[src/rtl/hs_pulse_tx.sv]
// hs_pulse_tx: per-channel event-to-4-phase-handshake transmitter. Each channel keeps a
// saturating count of pending events and launches one request per event.
//
//   state | meaning
//   IDLE  | no request in flight; launch when work is pending and ack_s is low
//   REQ   | req_out high, waiting for the synchronized ack to rise
//   REL   | req_out low, waiting for the synchronized ack to fall
module hs_pulse_tx #(
    parameter int CH          = 4,
    parameter int SYNC_STAGES = 2,
    parameter int CNT_W       = 3
) (
    input  logic          clk,
    input  logic          reset,
    input  logic [CH-1:0] in_pulse,
    input  logic [CH-1:0] ack_in,
    input  logic [CH-1:0] ovf_clr,
    output logic [CH-1:0] req_out,
    output logic [CH-1:0] busy,
    output logic [CH-1:0] done_pulse,
    output logic [CH-1:0] overflow
);
    typedef enum logic [1:0] {
        IDLE = 2'd0,
        REQ  = 2'd1,
        REL  = 2'd2
    } state_t;

    localparam logic [CNT_W-1:0] PMAX = '1;

    logic [SYNC_STAGES-1:0][CH-1:0] syncFf;
    logic [CH-1:0]                  ackS;

    always_ff @(posedge clk) begin
        if (reset) begin
            syncFf <= '0;
        end else begin
            syncFf <= {syncFf[SYNC_STAGES-2:0], ack_in};
        end
    end

    assign ackS = syncFf[SYNC_STAGES-1];

    for (genvar c = 0; c < CH; c++) begin : gCh
        state_t           state, stateNext;
        logic [CNT_W-1:0] pend, pendNext;
        logic             launch, direct, inc, dec, ovfSet, doneNext;
        logic             reqQ, doneQ, ovfQ;

        always_comb begin
            stateNext = state;
            launch    = 1'b0;
            doneNext  = 1'b0;
            case (state)
                IDLE: begin
                    if ((pend != '0 || in_pulse[c]) && !ackS[c]) begin
                        launch    = 1'b1;
                        stateNext = REQ;
                    end
                end
                REQ: begin
                    if (ackS[c]) stateNext = REL;
                end
                REL: begin
                    if (!ackS[c]) begin
                        stateNext = IDLE;
                        doneNext  = 1'b1;
                    end
                end
                default: stateNext = IDLE;
            endcase
        end

        // A launch with nothing pending consumes the incoming pulse directly.
        always_comb begin
            direct   = launch && (pend == '0);
            dec      = launch && (pend != '0);
            inc      = in_pulse[c] && !direct;
            ovfSet   = 1'b0;
            pendNext = pend;
            if (inc && !dec) begin
                if (pend == PMAX) ovfSet = 1'b1;
                else              pendNext = pend + CNT_W'(1);
            end else if (dec && !inc) begin
                pendNext = pend - CNT_W'(1);
            end
        end

        always_ff @(posedge clk) begin
            if (reset) begin
                state <= IDLE;
                pend  <= '0;
                reqQ  <= 1'b0;
                doneQ <= 1'b0;
                ovfQ  <= 1'b0;
            end else begin
                state <= stateNext;
                pend  <= pendNext;
                reqQ  <= (stateNext == REQ);
                doneQ <= doneNext;
                ovfQ  <= ovfSet || (ovfQ && !ovf_clr[c]);
            end
        end

        assign req_out[c]    = reqQ;
        assign done_pulse[c] = doneQ;
        assign overflow[c]   = ovfQ;
        assign busy[c]       = (state != IDLE) || (pend != '0);
    end
endmodule

[config.mk]
export PLATFORM = sky130hd
export DESIGN_NAME = hs_pulse_tx
export DESIGN_NICKNAME = d
export VERILOG_FILES = /design/src/rtl/hs_pulse_tx.sv
export SDC_FILE = /design/constraint.sdc
export NUM_CORES = 1
export LEC_CHECK = 0
export BUFFER_PORTS_ARGS = -buffer_cell sky130_fd_sc_hd__buf_2
export CAP_MARGIN = 5
export CORE_ASPECT_RATIO = 1.5
export CORE_UTILIZATION = 40
export CTS_CLUSTER_DIAMETER = 40
export DETAILED_ROUTE_END_ITERATION = 12
export PLACE_DENSITY_LB_ADDON = 0.15
export SYNTH_ARGS = -nofsm -noshare
export SYNTH_HDL_FRONTEND = slang
export SYNTH_SLANG_ARGS = --single-unit
export TNS_END_PERCENT = 30
[constraint.sdc]
create_clock -name clk -period 1.9 [get_ports clk]
set_clock_uncertainty 0.1 [all_clocks]
set_input_delay 0.38 -clock clk [delete_from_list [all_inputs] [get_ports clk]]
set_output_delay 0.38 -clock clk [all_outputs]
set_load 0.01 [all_outputs]
Yosys cells after proc, flatten, opt, wreduce, memory -nomap -nowiden. Index checks and enable logic that the tools add are counted.

Word-level logic and storage cells: 190. Register bits after elaboration: 40. Output and inout bits: 16. Input port bits: 14.

Bitwise gates (word level): 4. Mux-type cells: 48. Add/sub/neg operators: 8. Reductions and logical operators: 88. Eq/ne operators: 20.

Operators with widths (number): 3-bit two-way mux (12); 1-bit logical AND (28); 2-bit two-way mux (12); 2-bit one-hot mux with 3 select lines (4); 1-bit logical NOT (20); 1-bit two-way mux (20); 2-bit by 1-bit equality test with 1-bit output, second input constant (8); 2-bit nonzero test (8); 3-bit by 1-bit adder with 3-bit output, second input constant (4); 3-bit equality test, second input constant (4); 3-bit logical NOT (4); 1-bit logical OR (12); 3-bit nonzero test (4); 3-bit by 1-bit subtractor with 3-bit output, second input constant (4); 2-bit equality test, second input constant (4); 2-bit logical NOT (4); 2-bit != test, second input constant (4); 2-bit AND reduction (4); 2-bit OR reduction (4); 1-bit inverter (4).

Longest topological paths before layout. Gate-level depths: netlist of the first run.

Depth after elaboration: 12. Depth in mapped cells: 8. Depth with buffers taken out: 7.

Worst setup path before layout of the first run. OpenSTA, ideal clock, no wires.

Kind: input-to-reg. Start point: input port in_pulse[2]. End point: register gCh[2].pend[1]. Stages: 7. Arrival: 1724 ps. Setup time: 132 ps. Path buffers: 1. Required time: 1668 ps. Slack: -55 ps. Cells stage by stage: clkbuf_1 > o31a_1 > inv_1 > fa_1 > a211o_1 > a21oi_1 > nor3_1.

Elaborated cells between the ends (all ways): 16. Those cells by class: 1 x eq/ne; 3 x mux; 12 x reduce/logical.

RTL lines: start: declaration (line 15) `input logic [CH-1:0] in_pulse,`; 1-bit logical OR (line 56) `if ((pend != '0 || in_pulse[c]) && !ackS[c]) begin`; 1-bit logical AND (line 56); 1-bit two-way mux (line 56); 1-bit two-way mux (line 54) `case (state)`; 1-bit logical AND (line 76) `direct = launch && (pend == '0);`; 1-bit logical NOT (line 78) `inc = in_pulse[c] && !direct;`; 1-bit logical AND (line 78); 1-bit logical AND * (line 81) `if (inc && !dec) begin`; 3-bit two-way mux * (line 81); via gCh[2].pendNext[1] (line 46) `logic [CNT_W-1:0] pend, pendNext;`; end signal: assignment (line 98) `pend <= pendNext;`; end: declaration (line 46).

Mark *: on every way through the listed nets, which the timed path passes. The rest lies on a longest branch. A chain may end at the register's enable or synchronous reset.

Worst setup path after layout of the first run.
Start point: register syncFf, in the netlist ackS[2]. End point: register gCh[2].pend[1].

Elaborated cells between the ends (all ways): 16. Those cells by class: 1 x eq/ne; 3 x mux; 12 x reduce/logical.

RTL lines: start: declaration (line 31) `logic [SYNC_STAGES-1:0][CH-1:0] syncFf;`; start signal: assignment (line 38) `syncFf <= {syncFf[SYNC_STAGES-2:0], ack_in};`; 1-bit logical NOT *; 1-bit logical AND * (line 56); 1-bit two-way mux * (line 56); 1-bit two-way mux * (line 54); 1-bit logical AND (line 76); 1-bit logical NOT (line 78); 1-bit logical AND (line 78); 1-bit logical AND * (line 81); 3-bit two-way mux * (line 81); via gCh[2].pendNext[1] (line 46).

Marks and branches as above.

==> results of run 1 <==
==> worst paths after layout <==
kind                    end
max          gCh[2].pend[1]
min               syncFf[0]
max reg2reg  gCh[2].pend[1]
min reg2reg         ackS[2]
==> report_power, final <==
part / total, mW / internal, mW / switching, mW / leakage, nW
clock network: 0.584 / 0.297 / 0.288 / 0.0455
registers: 1.04 / 0.917 / 0.121 / 0.330
logic: 0.626 / 0.313 / 0.313 / 0.589
total: 2.25 / 1.53 / 0.722 / 0.964
==> synthesized netlist by cell type, drive strengths merged <==
master | count | share of area (%)
o22ai | 3 | 0.92
a22oi | 2 | 0.74
o311ai | 2 | 0.86
a21oi | 13 | 3.2
nor4b | 4 | 1.7
nand2 | 11 | 2.0
o21ai | 16 | 4.1
a21o | 1 | 0.37
a211o | 2 | 0.86
nand2b | 9 | 2.8
o31a | 3 | 1.3
nand3 | 7 | 1.7
nor2 | 7 | 1.3
a211oi | 1 | 0.37
or4 | 4 | 1.7
xnor2 | 4 | 1.7
dfxtp | 40 | 39
buf | 14 | 5.5
o311a | 3 | 1.5
nor3 | 9 | 2.2
nor2b | 9 | 2.8
nand4 | 3 | 0.92
fa | 4 | 3.9
nor3b | 4 | 1.5
nor4 | 8 | 2.5
inv | 11 | 2.0
and3 | 5 | 1.5
o21a | 1 | 0.37
a32oi | 3 | 1.3
or4b | 1 | 0.49
a2111oi | 9 | 4.2
o31ai | 2 | 0.98
clkbuf | 16 | 3.0
or3 | 1 | 0.31
==> cells by family (layout without fill, tap and decap cells) <==
group | Yosys count | count (layout) | synth area share (%)
and+or+nand+nor | 82 | 82 | 23.38
adders and majority gates | 4 | 4 | 3.939
DFF | 40 | 40 | 39.38
AOI/OAI and AO/OA | 61 | 61 | 21.05
buffers and inverters | 41 | 70 | 10.52
xor gates and xnor gates | 4 | 4 | 1.723
==> stage by stage <==
| stage | TNS [ns] | setup WS [ns] | total power, mW |
|---|---|---|---|
| finish | 0 | 0.1078 | 2.247 |
| global route | -0.0002901 | -0.0002901 | 2.411 |
| CTS | 0 | 0.01471 | 2.256 |
| detailed placement | 0 | 0.06621 | 1.648 |
| global placement | 0 | 0.07461 | 1.645 |
| floorplan | -0.04066 | -0.04066 | 1.477 |
==> registers in the layout (all words and copies together) (netlist names) <==
name	cells
gCh.pend	12
gCh.state	8
ackS	4
gCh.doneQ	4
gCh.ovfQ	4
gCh.reqQ	4
syncFf	4
==> cell type report <==
cell class | instances | area [µm²]
clock buffers | 8 | 90.09
fillers | 491 | 2459
inverters | 11 | 41.29
multi-input cells | 151 | 1062
flip-flops and latches | 40 | 803.3
well taps | 66 | 82.58
repair buffers | 51 | 310.3
==> placed cells by master, fill, tap and decap left out, drive strengths merged, types with 3 or more instances in the layout <==
cell	netlist	routed
nand3	7	7
nor3	9	9
nand4	3	3
nor4	8	8
o22ai	3	3
a2111oi	9	9
a32oi	3	3
fa	4	4
nor2	7	7
inv	11	11
xnor2	4	4
nand2	11	11
a21oi	13	13
and3	5	5
buf	14	51
dfxtp	40	40
nand2b	9	9
o31a	3	3
or4	4	4
o311a	3	3
nor4b	4	4
nor3b	4	4
clkbuf	16	8
o21ai	16	16
nor2b	9	9
==> repair_timing <==
action	CTS	global route
endpoints found under the setup margin	2	5
gates resized for setup	2	8
hold endpoints to repair	0	0
pin swaps	0	2
==> per-layer routing <==
layer	track usage (%)	vias to the layer above
li1	-	896
met1	19.73	835
met2	28.17	23
met3	3.907	2
met4	6.765	0
met5	0	-
==> flow_metrics.py, run 1 <==
metrics = {
    "drt": {
        "dr_wl_met2_mm": 2.079,
        "topRoutingLayerUsed": "met4",
        "post_drt_wl_per_cell_um": 12.36,
        "avgViaCountPerCell": 5.370,
        "post-route-drc-count": 0,
        "vias": 1756,
        "routed-wl-met3_um": 105,
        "drt_pass1_iterations": 4,
        "drtIter0Drc": 71,
        "met1Wirelength_mm": 1.816,
        "antenna_left": 0,
        "routed_wl_mm": 4.043,
    },
    "grt": {
        "grt_overflow": 0,
        "grt_pass1_vias": 1500,
        "gr-usage-all-layers_pct": 16.62,
        "grt_max_degree": 39,
        "grt_pass1_wl_mm": 6.734,
        "antenna_found_initial": 0,
    },
    "clock_network": {
        "post-cts-setup-buffer-count": 0,
        "hold_buffers": 0,
        "cts_buffers": 5,
        "clock-sinks": 40,
        "clk_pin_slew_ns": 0.08,
        "clock_path_buffers": 2,
        "cts_root_buf": "clkbuf_8",
        "clkLatencyLatePin_ns": 0.29,
        "cts_tree": "yes",
        "htreeDepth": 2,
    },
    "critical_path": {
        "start_kind": "flop",
        "crit_family": "compound AO/OA/AOI/OAI gates",
        "critPathCaptureType": "flop",
        "slowest_stage": "fa_1",
        "rr_worst_depth": 6,
        "required_ns": 1.95,
        "cp-startpoint": "ackS[2]",
        "crit_cells": 6,
        "worstSetupPathType": "flop to flop",
        "rrSetupSlack_ns": 0.11,
        "cp_num_buf_inv": 1,
        "cp.arrival_ns": 1.84,
        "crit_chain": "o31a_1 -> inv_2 -> fa_1 -> a211o_1 -> a21oi_1 -> nor3_1",
        "r2r_start": "ackS[2]",
        "critPathMaxFanout": 2,
        "slowest_delay_ns": 0.41,
    },
    "job": {
        "cap_violations": 0,
    },
    "power": {
        "ir_drop_uv": 612.7,
        "powerDensity_mw_per_mm2": 940.5,
        "leakage_nw": 0.9641,
    },
    "sta": {
        "tightest_slew_ns": 0.6803,
        "rsz0062_at_grt": "true",
        "finalHoldViolCount": 0,
        "slew_viol_final": 0,
        "final-setup-viol-count": 0,
        "whs_ns": 0.1961,
        "slew_headroom_pct": 54.65,
        "period_minus_slack_ns": 1.792,
        "max_freq_ghz": 0.5580,
        "fin_crit_sh_pct": 94.33,
    },
    "logic_synthesis": {
        "synth_fp_nets": 250,
        "seq_area_frac_synth_pct": 39.38,
        "synth_area_mm2": 0.002033,
        "synth.distinct_cells": 42,
        "synth_seq_cells": 40,
        "synthCells": 232,
        "synth-warning-count": 0,
        "synth_area_per_cell_um2": 8.764,
    },
    "floorplan": {
        "fp.coreArea_mm2": 0.004848,
        "die_x_um": 60.21,
        "ios": 30,
        "start_util_pct": 41.94,
        "die_h_um": 89.32,
        "die_area_mm2": 0.005378,
        "placementRows": 31,
    },
    "layout": {
        "layout-drive-gt1-share_pct": 27.20,
        "fin_util_pct": 49.29,
        "area_growth_pct": 17.54,
        "insertedDiodeCount": 0,
        "fin_nets": 278,
        "final_cells": 327,
        "design_area_mm2": 0.002390,
    },
    "place": {
        "routabilityCongestion": 0.8520,
        "post_dp_cell_area_mm2": 0.002253,
        "hpwl_mm": 2.775,
        "portBuffers": 29,
        "dp.cells": 319,
    },
    "worst_hold_path": {
        "hold_class": "primary input to flop",
        "holdPathStages": 2,
        "hold_start": "ack_in[0]",
    },
    "run_status": {
        "outcome": "complete, no violations",
    },
}
(Power assumes the default switching activity.)
==> inputs of run 2 (changes only) <==
Settings changed: RECOVER_POWER from default to 25, SKIP_LAST_GASP from default to 1.
==> run 2 against run 1 <==
- global-route usage unchanged
- sequential share of layout area is 0.38 points higher
- sequential power about the same
- flip-flop and latch count unchanged
- critical path depth down 3
- cell count is the same
- clock power about the same
- hold slack got worse by 0.0017 ns
- first-iteration DRC count is 17% lower
- critical endpoint is now busy[2]
==> flow_metrics.py, run 2 (synthesis gave the netlist of run 1 again) <==
metrics = {
    "run_status": {
        "outcome": "complete, no violations",
    },
    "layout": {
        "top_register": "gCh.pend",
        "fin_nets": 278,
        "layout-drive-gt1-share_pct": 24.52,
        "insertedDiodeCount": 0,
        "design_area_mm2": 0.002356,
        "fin_util_pct": 48.59,
        "final_common_cell": "dfxtp_1",
        "largestRegisters": "gCh.pend x12, gCh.state x8",
        "area_growth_pct": 15.88,
        "largest_reg_flops": 12,
        "final_cell_mix": "dfxtp_1 (40), buf_2 (28), buf_4 (22)",
    },
    "place": {
        "hpwl_mm": 2.775,
        "portBuffers": 29,
        "routabilityCongestion": 0.8520,
        "post_dp_cell_area_mm2": 0.002253,
        "place_worst_setup_slack_ns": 0.06621,
    },
    "critical_path": {
        "cp.arrival_ns": 1.40,
        "slowest_stage": "nor4_1",
        "cp_num_buf_inv": 1,
        "r2r_start": "ackS[2]",
        "crit_family": "simple AND/OR/NAND/NOR gates",
        "start_kind": "flop",
        "worstSetupPathType": "flop to primary output",
        "required_ns": 1.42,
        "critPathMaxFanout": 8,
        "critPathCaptureType": "primary output",
        "slowest_delay_ns": 0.48,
        "cp-startpoint": "gCh[2].pend[2]",
        "crit_chain": "nor4_1 -> nand2b_1 -> buf_2",
    },
    "grt": {
        "use_met3_pct": 3.907,
        "grt_overflow": 0,
        "gr-usage-all-layers_pct": 16.62,
        "use_met2_pct": 28.17,
        "grt_max_degree": 39,
        "grt_pass1_vias": 1499,
        "gr-usage-met1_pct": 19.73,
        "antenna_found_initial": 0,
        "top_usage_layer": "met2",
        "grt_pass1_wl_mm": 6.734,
    },
    "floorplan": {
        "start_util_pct": 41.94,
        "placementRows": 31,
        "fp.coreArea_mm2": 0.004848,
        "die_h_um": 89.32,
        "die_area_mm2": 0.005378,
        "ios": 30,
        "die_x_um": 60.21,
    },
    "clock_network": {
        "cts_root_buf": "clkbuf_8",
        "clk_pin_slew_ns": 0.08,
        "clock-sinks": 40,
        "clock_path_buffers": 2,
        "post-cts-setup-buffer-count": 0,
        "cts_tree": "yes",
        "htreeDepth": 2,
        "clkLatencyLatePin_ns": 0.29,
        "cts_buffers": 5,
    },
    "worst_hold_path": {
        "hold_class": "primary input to flop",
        "hold_start": "ack_in[0]",
    },
    "power": {
        "leakage_nw": 0.9606,
        "powerDensity_mw_per_mm2": 943.7,
        "ir_drop_uv": 604.9,
    },
    "drt": {
        "vias": 1749,
        "post-route-drc-count": 0,
        "routed_wl_mm": 4.037,
        "avgViaCountPerCell": 5.349,
        "post_drt_wl_per_cell_um": 12.35,
        "drt_pass1_iterations": 4,
        "drtIter0Drc": 59,
        "antenna_left": 0,
    },
    "sta": {
        "rsz0062_at_grt": "true",
        "period_minus_slack_ns": 1.878,
        "totalNegativeSetupSlack_ns": 0,
        "finalHoldViolCount": 0,
        "final-setup-viol-count": 0,
        "whs_ns": 0.1945,
        "slew_viol_final": 0,
        "setup_slack_ns": 0.02166,
        "slew_headroom_pct": 49.02,
        "fin_crit_sh_pct": 98.86,
        "max_freq_ghz": 0.5324,
        "tightest_slew_ns": 0.7647,
    },
    "job": {
        "cap_violations": 0,
    },
}
-- run 2: changes by cell type in the layout (fill, tap and decap cells not counted), sizes merged --
cell | before | now
buf | 51 | 50
clkbuf | 8 | 9
-- run 2: area by class of cell --
class	instances	area (µm²)
timing repair buffer	51	310.3
fill	499	2492
multi-input combinational	151	1031
inverter	11	41.29
clock buffer	8	90.09
sequential	40	800.8
tap	66	82.58
-- run 2: per-stage QoR --
step | power, mW | cells
floorplan | 1.477 | 232
global placement | 1.645 | 319
detailed placement | 1.648 | 319
CTS | 2.252 | 327
global route | 2.389 | 327
finish | 2.223 | 327
-- run 2: routing by layer --
layer,vias to the layer above,routed length (µm)
met5,-,0
met1,832,1789
met3,2,115
li1,892,-
met2,23,2091
met4,0,40
-- run 2: final timing paths --
| kind | endpoint | cells after the start | slack, ns |
|---|---|---|---|
| worst max register to register | gCh[2].pend[1] | 6 | 0.08 |
| worst min-delay path | syncFf[0] | 2 | 0.19 |
| worst max-delay path | busy[2] | 3 | 0.02 |
| worst min register to register | ackS[2] | 1 | 0.33 |
-- run 2: where the power goes --
group | switching [mW] | internal, mW
registers | 0.114 | 0.916
clock network | 0.287 | 0.297
logic | 0.309 | 0.300
total | 0.710 | 1.51
-- run 2: repair_timing --
item / 4_1_cts / 5_1_grt
hold buffers: 0 / 0
setup endpoints to repair: 2 / 6
hold endpoints to repair: 0 / 0
gates resized for setup: 1 / 1
gates cloned: 0 / 0
